### src/rtl/link_vc_scheduler.sv
// Two-VC link scheduler: per-VC credit tracking, round-robin grant between
// eligible VCs, and a registered single-flit link output stage.
`ifndef TAM_FLIT
`define TAM_FLIT 32
`endif

module link_vc_credit #(
    parameter int DEPTH = 16,
    parameter int CW    = $clog2(DEPTH + 1)
) (
    input  logic          clock,
    input  logic          reset,
    input  logic          grant_i,
    input  logic          credit_i,
    output logic [CW-1:0] cnt_o,
    output logic          ovf_o
);
    localparam logic [CW-1:0] FULL = CW'(DEPTH);

    logic [CW-1:0] cnt_q, cnt_d;

    always_comb begin
        cnt_d = cnt_q;
        ovf_o = 1'b0;
        if (grant_i && !credit_i) begin
            cnt_d = cnt_q - 1'b1;
        end else if (credit_i && !grant_i) begin
            // A return beyond DEPTH is a protocol error; saturate and flag it.
            if (cnt_q == FULL) ovf_o = 1'b1;
            else               cnt_d = cnt_q + 1'b1;
        end
    end

    always_ff @(posedge clock or posedge reset) begin
        if (reset) cnt_q <= FULL;
        else       cnt_q <= cnt_d;
    end

    assign cnt_o = cnt_q;
endmodule

module link_vc_scheduler #(
    parameter int FLIT_W = `TAM_FLIT,
    parameter int DEPTH  = 16
) (
    input  logic                clock,
    input  logic                reset,
    input  logic [1:0]          data_av,
    input  logic [2*FLIT_W-1:0] data_in,
    input  logic [1:0]          credit_i,
    output logic [1:0]          data_ack,
    output logic                tx,
    output logic [1:0]          lane_tx,
    output logic [FLIT_W-1:0]   data_out,
    output logic                credit_err
);
    localparam int NUM_LANES = 2;
    localparam int CW        = $clog2(DEPTH + 1);

    typedef struct packed {
        logic              vld;
        logic [1:0]        lane;
        logic [FLIT_W-1:0] flit;
    } link_t;

    logic [NUM_LANES-1:0][CW-1:0] cnt;
    logic [NUM_LANES-1:0]         ovf, elig, grant;
    logic                         last_q, last_d;
    logic                         err_q;
    link_t                        link_q, link_d;

    for (genvar n = 0; n < NUM_LANES; n++) begin : g_lane
        link_vc_credit #(.DEPTH(DEPTH), .CW(CW)) u_credit (
            .clock    (clock),
            .reset    (reset),
            .grant_i  (grant[n]),
            .credit_i (credit_i[n]),
            .cnt_o    (cnt[n]),
            .ovf_o    (ovf[n])
        );
        assign elig[n] = data_av[n] && (cnt[n] != '0);
    end

    // last_q names the VC served most recently; on contention the other wins.
    always_comb begin
        grant = 2'b00;
        case (elig)
            2'b01:   grant = 2'b01;
            2'b10:   grant = 2'b10;
            2'b11:   grant = last_q ? 2'b01 : 2'b10;
            default: grant = 2'b00;
        endcase
    end

    always_comb begin
        last_d = last_q;
        if (grant[0])      last_d = 1'b0;
        else if (grant[1]) last_d = 1'b1;
    end

    always_comb begin
        link_d      = link_q;
        link_d.vld  = |grant;
        link_d.lane = grant;
        if (grant[0])      link_d.flit = data_in[0 +: FLIT_W];
        else if (grant[1]) link_d.flit = data_in[FLIT_W +: FLIT_W];
    end

    always_ff @(posedge clock or posedge reset) begin
        if (reset) begin
            last_q <= 1'b1;
            err_q  <= 1'b0;
            link_q <= '0;
        end else begin
            last_q <= last_d;
            err_q  <= err_q | (|ovf);
            link_q <= link_d;
        end
    end

    // Counters sit at DEPTH during reset, so the ack must be masked explicitly.
    assign data_ack   = reset ? 2'b00 : grant;
    assign tx         = link_q.vld;
    assign lane_tx    = link_q.lane;
    assign data_out   = link_q.flit;
    assign credit_err = err_q;
endmodule

### config.mk
export PLATFORM = sky130hd
export DESIGN_NAME = link_vc_scheduler
export DESIGN_NICKNAME = d
export VERILOG_FILES = /design/src/rtl/link_vc_scheduler.sv
export SDC_FILE = /design/constraint.sdc
export NUM_CORES = 1
export LEC_CHECK = 0
export CELL_PAD_IN_SITES_DETAIL_PLACEMENT = 0
export CELL_PAD_IN_SITES_GLOBAL_PLACEMENT = 2
export CORE_AREA = 2 2 100 102
export CTS_CLUSTER_DIAMETER = 30
export CTS_CLUSTER_SIZE = 16
export DETAILED_ROUTE_END_ITERATION = 16
export DIE_AREA = 0 0 102 104
export GPL_TIMING_DRIVEN = 0
export PLACE_DENSITY = 0.9
export SYNTH_ARGS = -nofsm -noshare
export SYNTH_HDL_FRONTEND = slang
export SYNTH_SLANG_ARGS = --single-unit
export TNS_END_PERCENT = 30
### constraint.sdc
create_clock -name clock -period 8.45 [get_ports clock]
set_input_delay 1.69 -clock clock [delete_from_list [all_inputs] [get_ports clock]]
set_output_delay 1.69 -clock clock [all_outputs]
set_load 0.03 [all_outputs]
== After elaboration in Yosys (flattened, before gate mapping) ==
Index checks and enable logic that the tools add are counted.
W data, S select, Z words.

* Register bits after elaboration: 47
* Input bits: 70
* Output and inout port bits: 38
* Word-level logic and storage cells: 57

* $add $sub $neg: 4
* Equal/unequal tests: 7
* Muxes and demuxes: 19
* Bitwise operators: 1
* Reduce and logical (&&, ||, !) cells: 19

{| class="wikitable"
|+ Operators with widths
! cell !! count
|-
| $mux W32 || 2
|-
| $mux W5 || 6
|-
| $add A5 B1 Y5 const B || 2
|-
| $eq A5 B5 Y1 const B || 2
|-
| $reduce_bool A5 Y1 || 2
|-
| $sub A5 B1 Y5 const B || 2
|-
| $mux W1 || 8
|-
| $logic_and A1 B1 Y1 || 6
|-
| $pmux W2 S3 || 1
|-
| $reduce_bool A2 Y1 || 3
|-
| $eq A2 B2 Y1 const B || 2
|-
| $logic_not A1 Y1 || 4
|-
| $mux W2 || 2
|-
| $ne A2 B1 Y1 const B || 2
|-
| $reduce_and A2 Y1 || 2
|-
| $reduce_or A2 Y1 || 2
|-
| $eq A2 B1 Y1 const B || 1
|-
| $or A1 B1 Y1 || 1
|}

== Depth between registers and ports, before layout ==
Gate-level depths: netlist (run 1).

* Depth in word-level cells: 10
* Gate-level depth with buffers: 16
* Depth with buffers taken out: 12

== Hierarchy ==
From an unflattened synthesis (run 1), not the netlist that was laid out.

* Cells, all modules: 228
* Area, all modules: 2603.7 sq um

{| class="wikitable"
|+ Modules (own cells, without submodules)
! module !! times used !! cells an instance !! area an instance (sq um) !! seq. area each (sq um)
|-
| link_vc_scheduler || 1 || 131 || 1667.8 || 927.1
|-
| link_vc_credit at g_lane[1].u_credit || 1 || 48 || 471.7 || 126.4
|-
| link_vc_credit at g_lane[0].u_credit || 1 || 49 || 464.2 || 126.4
|}

== Worst setup path before layout (run 1) ==
No wires, ideal clock.

* Kind: input to output
* Start point: in data_av[0]
* End point: out data_ack[1]
* Data arrival time: 2.647 ns
* Data required time: 6.760 ns
* Setup slack: 4.113 ns
* Cell stages on the path: 5
* Path buffers: 2
* Path through: o21a_1 -> a21o_1 -> buf_6 -> buf_6 -> nor2_1

* Cells in the longest elaborated chain, start to end: 4
* Elaborated cells between the ends (all ways): 6
* Those cells by class: 3 x eq/ne; 2 x mux; 1 x reduce/logical

{| class="wikitable"
|+ Ends and longest elaborated chain
! item !! line !! text
|-
| start: declaration || 48 || <nowiki>input logic [1:0] data_av,</nowiki>
|-
| $logic_and A1 B1 Y1 * || 81 || <nowiki>assign elig[n] = data_av[n] && (cnt[n] != '0);</nowiki>
|-
| $eq A2 B2 Y1 / $eq A2 B1 Y1 (equally long branches) || 87 || <nowiki>case (elig)</nowiki>
|-
| $pmux W2 S3 * || 87 ||
|-
| $mux W2 * || 122 || <nowiki>assign data_ack = reset ? 2'b00 : grant;</nowiki>
|-
| end: declaration || 51 || <nowiki>output logic [1:0] data_ack,</nowiki>
|}

Every way passes the cells marked *; elsewhere a longest branch is shown, timed or not.

== Final worst setup path (run 1) ==
* Start point: in data_av[1]
* End point: out data_ack[0]

The elaborated chain is that of the path after synthesis.

==> impl_results.md, run 1 <==
* Setup Total Neg Slack at 0 ns
* Largest family of logic cells by synthesized area: simple AND/OR/NAND/NOR gates
* Most frequent cells in the layout: 107 x clkdlybuf4s50_1, 67 x nor2_1, 44 x dfrtp_1
* Synth Warn # at 0
* Via count at 2194
* Leading cell type in the layout, fill and taps excluded: clkdlybuf4s50_1
* Die W at 102 um
* Slew @ Worst Pin at 0.549 ns
* Final min period at 5.27 ns
* Type of origin of the critical path: input port
* DP HPWL at 4910 um
* Routed metal-1 wirelength at 3020 um
* Die height at 104 um
* Crit-path cells: clkdlybuf4s50_1 > o21ai_2 > o21ai_2 > buf_6 > nor2_1 > clkdlybuf4s50_1
* Multi-input gate area at 1030 um^2
* Setup crit end kind: output pin
* # IOs at 108
* Setup Skew at 0.00572 ns
* Post-CTS Setup Bufs at 0
* Placement Setup Slack at 3.11 ns
* P per Cell Area at 292 nW/um^2
* Initial Util at 0.245
* Overall Power at 0.00108 W
* Final cell utilization of the core at 0.389
* Mux share of post-synthesis cell area at 0.0230
* Gr ovfl total at 0
* Via/cell ratio at 4.47
* Leak at 1.53 nW
* DRT Pass-1 Iters at 4
* Pin count of the biggest net entering global routing at 26
* Reg area at 1180 um^2
* Syn Area/Cell at 9.68 um^2
* WL met3 at 427 um
* Slowest-stage cell, CP: clkdlybuf4s50_1
* Gr usage total at 0.132
* #FFs+latches synth at 47
* Die area at 10600 um^2
* Post-Synth Adder-Cell Area at 0.0481
* DR WL/cell at 13.6 um
* Max Cap Viol at 0
* Final Cycle Share at 0.624
* CP max FO at 10
* DR WL met2 at 3220 um
* Slowest stage delay, CP at 0.58 ns
* Fmax achieved at 190 MHz
* Placed Cells at 483
* Num CTS Buffers at 5
* WP data required at 6.76 ns
* Placer Congestion at 0.794
* Core region area at 9550 um^2
* Worst Path Buf+Inv at 3
* Critical path class: in -> out
* Sequential area share after synthesis at 0.503
* R2r setup slk at 4.78 ns
* Clk_lat worst skew at 0.30 ns
* Syn Nets at 321
* Global-route wire length before repair at 11200 um
* Post-Synthesis Cells at 242
* Synth Area in Compound Gates at 0.162
* Initial antenna violation count at 0
* Final #Nets at 436
* Worst-path clk slew at 0.09 ns
* Post-Synth Simple-Gate Area at 0.171
* # DRC at 0
* CTS Buffer Depth at 2
* Layout cells sized above 1 at 0.0894
* PortBufs at 107
* Area Growth Syn to Fin at 58.7%
* Iteration-0 DRC Markers at 45
* # clock sinks at 47
* Run status: finished clean
* Root Buffer Master: clkbuf_8
* Hold crit path type: reg -> reg
* Final hold vios at 0
* RSZ-0062 raised after global routing: no
* Antenna-violating nets left at 0
* Diodes inserted at 0
* Vias in the first global route at 2246
* Slew Viols, Final at 0
* Placement Rows at 36
* Final WL at 6700 um
* Post_cts resized at 0
* Slew Limit Headroom at 0.633
* Synth Area in XOR/XNOR at 0.0336
* Top sig layer: met4
* Netlist cell types at 32
* TritonCTS clock tree: yes
* Final-report setup violation count at 0
* Fin cells at 491
* Synthesized area at 2340 um^2
* H-tree Lvls at 2
* Delay-heaviest family, CP: buffers and inverters
* Final-layout fill cell count at 985
* Maximum vdd drop at 97.4 uV
* Worst Setup Slack, final at 3.18 ns
* Hold_buf cts at 0
* Critical Path AT at 3.58 ns
Yosys cell counts:
| cell type | n | area [um^2] |
|---|---|---|
| dfrtp_1 | 44 | 1100 |
| ha_1 | 9 | 113 |
| a21oi_1 | 4 | 20.0 |
| o21ai_2 | 2 | 17.5 |
| or4_4 | 1 | 11.3 |
| a32oi_1 | 1 | 8.76 |
| o22ai_1 | 32 | 200 |
| buf_6 | 8 | 90.1 |
| a221o_1 | 1 | 10.0 |
| a22o_1 | 1 | 8.76 |
| clkbuf_1 | 5 | 18.8 |
| nor2_2 | 4 | 25.0 |
| a21boi_0 | 1 | 7.51 |
| nor3_1 | 2 | 10.0 |
| a22oi_1 | 2 | 15.0 |
| a21o_1 | 4 | 30.0 |
| inv_1 | 6 | 22.5 |
| mux2i_1 | 2 | 20.0 |
| o21a_1 | 2 | 15.0 |
| nor2b_1 | 4 | 25.0 |
| nor2_1 | 67 | 251 |
| mux2_2 | 3 | 33.8 |
| or4_1 | 1 | 7.51 |
| a222oi_1 | 1 | 10.0 |
| xnor2_1 | 4 | 35.0 |
| o31ai_1 | 1 | 7.51 |
| xor2_1 | 5 | 43.8 |
| buf_2 | 1 | 5.00 |
| nand2_1 | 11 | 41.3 |
| o21ai_0 | 6 | 30.0 |
| dfstp_2 | 3 | 78.8 |
| nor3b_1 | 4 | 30.0 |
logic make-up after synthesis:
group / after synthesis
AO/OA/AOI/OAI: 58
XOR/XNOR: 9
adder cells (fa/ha/maj): 9
buffers and inverters: 20
flip-flops: 47
multiplexers: 5
AND/OR/NAND/NOR: 94
layer usage:
| layer | vias up | GRT usage |
|---|---|---|
| met2 | 69 | 0.218 |
| met1 | 1050 | 0.172 |
| met3 | 5 | 0.0356 |
| met5 | - | 0 |
| li1 | 1070 | - |
| met4 | 0 | 0.0257 |
state kept, by name, indices dropped and copies added, names as in the netlist:
register / cells
data_out: 32
last_q: 1
lane_tx: 2
credit_err: 1
tx: 1
g_lane.u_credit.cnt_o: 10
area by class of cell:
| type | count | share of cell area |
|---|---|---|
| clock buffer | 6 | 0.0222 |
| inverter | 6 | 0.00606 |
| multi-input combinational | 175 | 0.276 |
| sequential | 47 | 0.317 |
| tap | 133 | 0.0448 |
| buffer | 14 | 0.0306 |
| clock inverter | 2 | 0.00942 |
| timing repair buffer | 108 | 0.293 |
final timing paths:
check,startpoint,to,depth (start not counted)
max,data_av[1],data_ack[0],6
min,credit_err,credit_err,1
max reg2reg,g_lane[0].u_credit.cnt_o[1],g_lane[1].u_credit.cnt_o[4],16
min reg2reg,credit_err,credit_err,1
max in group asynchronous,reset,last_q,3
min in group asynchronous,reset,data_out[1],2
metrics by stage:
stage / cell area [um^2] / hold slack [ns]
3_3_place_gp: 3580 / 0.477
5_1_grt: 3720 / 0.534
2_1_floorplan: 2340 / 0.469
6_report: 3720 / 0.503
4_1_cts: 3720 / 0.508
3_5_place_dp: 3600 / 0.477
where the power goes:
group	leakage, nW	total, W	internal (W)	switching [W]
Sequential	0.529	0.000365	0.000309	0.0000561
Clock	0.0612	0.000176	0.0000959	0.0000797
Combinational	0.936	0.000543	0.000249	0.000294
No activity file was read; power rests on OpenSTA's default activity.
==> run 2: changes to the inputs <==
--- a/config.mk
+++ b/config.mk
@@ -7,13 +7,13 @@
 export LEC_CHECK = 0
 export CELL_PAD_IN_SITES_DETAIL_PLACEMENT = 0
 export CELL_PAD_IN_SITES_GLOBAL_PLACEMENT = 2
-export CORE_AREA = 2 2 100 102
+export CORE_AREA = 2 2 109 111
 export CTS_CLUSTER_DIAMETER = 30
 export CTS_CLUSTER_SIZE = 16
 export DETAILED_ROUTE_END_ITERATION = 16
-export DIE_AREA = 0 0 102 104
+export DIE_AREA = 0 0 111 113
 export GPL_TIMING_DRIVEN = 0
-export PLACE_DENSITY = 0.9
+export PLACE_DENSITY = 0.81
 export SYNTH_ARGS = -nofsm -noshare
 export SYNTH_HDL_FRONTEND = slang
 export SYNTH_SLANG_ARGS = --single-unit
==> constraint.sdc (replaced) <==
create_clock -name clock -period 4.65 [get_ports clock]
set_input_delay 0.93 -clock clock [delete_from_list [all_inputs] [get_ports clock]]
set_output_delay 0.93 -clock clock [all_outputs]
set_load 0.03 [all_outputs]
==> run 2 against run 1 <==
Against the previous run:
- wire length grew 3.2%
- via count is 2.9% lower
- final cell count rose by 1.8%
- largest power group unchanged
- clock-buffer cell count is the same
- core utilization shrank 5.6 points
- die area grew 18%
- power up 85%
- combinational power up 81%
- critical endpoint unchanged
==> impl_results.md, run 2 (same netlist as run 1, synthesis figures left out) <==
* Run status: finished clean
* Root Buffer Master: clkbuf_16
* Crit-path cells: clkdlybuf4s50_1 > o21ai_2 > o21ai_2 > buf_6 > nor2_1 > clkdlybuf4s50_1
* Die area at 12500 um^2
* Initial antenna violation count at 0
* Hold crit path type: reg -> reg
* Slew Viols, Final at 0
* Delay-heaviest family, CP: buffers and inverters
* WP data required at 3.72 ns
* Placement Rows at 39
* DRT Pass-1 Iters at 4
* Worst Path Buf+Inv at 3
* Global-route wire length before repair at 11200 um
* RR Startpoint: g_lane[0].u_credit.cnt_o[2]
* # clock sinks at 47
* Die W at 111 um
* H-tree Lvls at 2
* Gr ovfl total at 0
* P per Cell Area at 535 nW/um^2
* Routed metal-1 wirelength at 3080 um
* Clk_lat worst skew at 0.28 ns
* Final Cycle Share at 0.800
* Final WL at 6910 um
* # IOs at 108
* RSZ-0062 raised after global routing: no
* Hold_buf cts at 0
* Setup Total Neg Slack at 0 ns
* Post-CTS Setup Bufs at 0
* Reg area at 1180 um^2
* Post_cts resized at 0
* Worst min-delay path startpoint: credit_err
* Type of origin of the critical path: input port
* Slew @ Worst Pin at 0.554 ns
* CP max FO at 10
* WL met3 at 444 um
* DR WL met2 at 3360 um
* Via/cell ratio at 4.26
* Placer Congestion at 0.797
* Layout cells sized above 1 at 0.0868
* Core region area at 11300 um^2
* Final hold vios at 0
* Die height at 113 um
* Multi-input gate area at 1030 um^2
* TritonCTS clock tree: yes
* Max Cap Viol at 0
* Leading cell type in the layout, fill and taps excluded: clkdlybuf4s50_1
* Slew Limit Headroom at 0.630
* Setup crit end kind: output pin
* Area Growth Syn to Fin at 60.3%
* # DRC at 0
* Pin count of the biggest net entering global routing at 25
* Critical path class: in -> out
* Gr usage total at 0.110
* Via count at 2131
* Final #Nets at 436
* Fin cells at 500
* Maximum vdd drop at 187 uV
* Diodes inserted at 0
* Final-layout fill cell count at 1165
* Most frequent cells in the layout: 107 x clkdlybuf4s50_1, 67 x nor2_1, 44 x dfrtp_1
* Vias in the first global route at 2234
* Placed Cells at 493
* Fmax achieved at 269 MHz
* Iteration-0 DRC Markers at 82
* Antenna-violating nets left at 0
* Final-report setup violation count at 0
* DP HPWL at 5100 um
* Critical Path AT at 2.79 ns
* Setup Skew at 0.00604 ns
* Final min period at 3.72 ns
* Largest register FFs at 32
* Worst-path clk slew at 0.06 ns
* Num CTS Buffers at 5
* Initial Util at 0.208
* Slowest stage delay, CP at 0.59 ns
* DR WL/cell at 13.8 um
* PortBufs at 107
* Top sig layer: met4
* Final cell utilization of the core at 0.333
* Slowest-stage cell, CP: clkdlybuf4s50_1
* CTS Buffer Depth at 2
* Setup crit start: data_av[1]
* Leak at 1.54 nW
run 2: cell types whose count changed in the layout (fill, tap and decap cells not counted), sizes merged:
cell    change
bufinv      -1
run 2: worst reg2reg max path, stage by stage, from the launching register on:
cell	delay, ns
dfrtp_1	0.37
buf_6	0.13
or4_4	0.53
o21a_1	0.22
a21o_1	0.19
buf_6	0.14
buf_6	0.14
inv_1	0.09
ha_1	0.18
clkbuf_1	0.29
xor2_1	0.12
ha_1	0.23
a21boi_0	0.12
o21ai_0	0.21
mux2i_1	0.20
o21ai_0	0.11
mux2_2	0.28
run 2: layer usage:
metal / GRT usage / up-vias
met1: 0.139 / 987
met3: 0.0343 / 5
li1: - / 1065
met5: 0 / -
met2: 0.189 / 74
met4: 0.0200 / 0
run 2: power by group:
part	internal, W	switching, W	total [W]	leakage, nW
clock network	0.000210	0.000149	0.000360	0.0727
registers	0.000563	0.000104	0.000667	0.529
logic	0.000453	0.000532	0.000985	0.936
run 2: final cells by class:
class / count / share of cell area
flip-flops and latches: 47 / 0.314
multi-input cells: 175 / 0.273
inverters: 6 / 0.00599
well taps: 143 / 0.0476
repair buffers: 108 / 0.290
clock inverters: 1 / 0.00133
plain buffers: 14 / 0.0303
clock buffers: 6 / 0.0370
run 2: per-stage QoR:
| step | hold WS (ns) | setup slack, ns | total power, W | instance area [um^2] |
|---|---|---|---|---|
| floorplan | 0.469 | 1.31 | 0.00129 | 2340 |
| global placement | 0.482 | 0.641 | 0.00165 | 3590 |
| detailed placement | 0.485 | 0.628 | 0.00167 | 3610 |
| CTS | 0.503 | 0.869 | 0.00204 | 3760 |
| global route | 0.522 | 0.710 | 0.00216 | 3760 |
| finish | 0.490 | 0.930 | 0.00201 | 3760 |
run 2: worst paths after layout:
path	depth (start not counted)	end	slack (ns)
max	6	data_ack[0]	0.93
min	1	credit_err	0.49
max reg2reg	16	g_lane[1].u_credit.cnt_o[4]	1.02
min reg2reg	1	credit_err	0.49
max in group asynchronous	3	g_lane[0].u_credit.cnt_o[4]	2.96
min in group asynchronous	2	data_out[6]	1.08
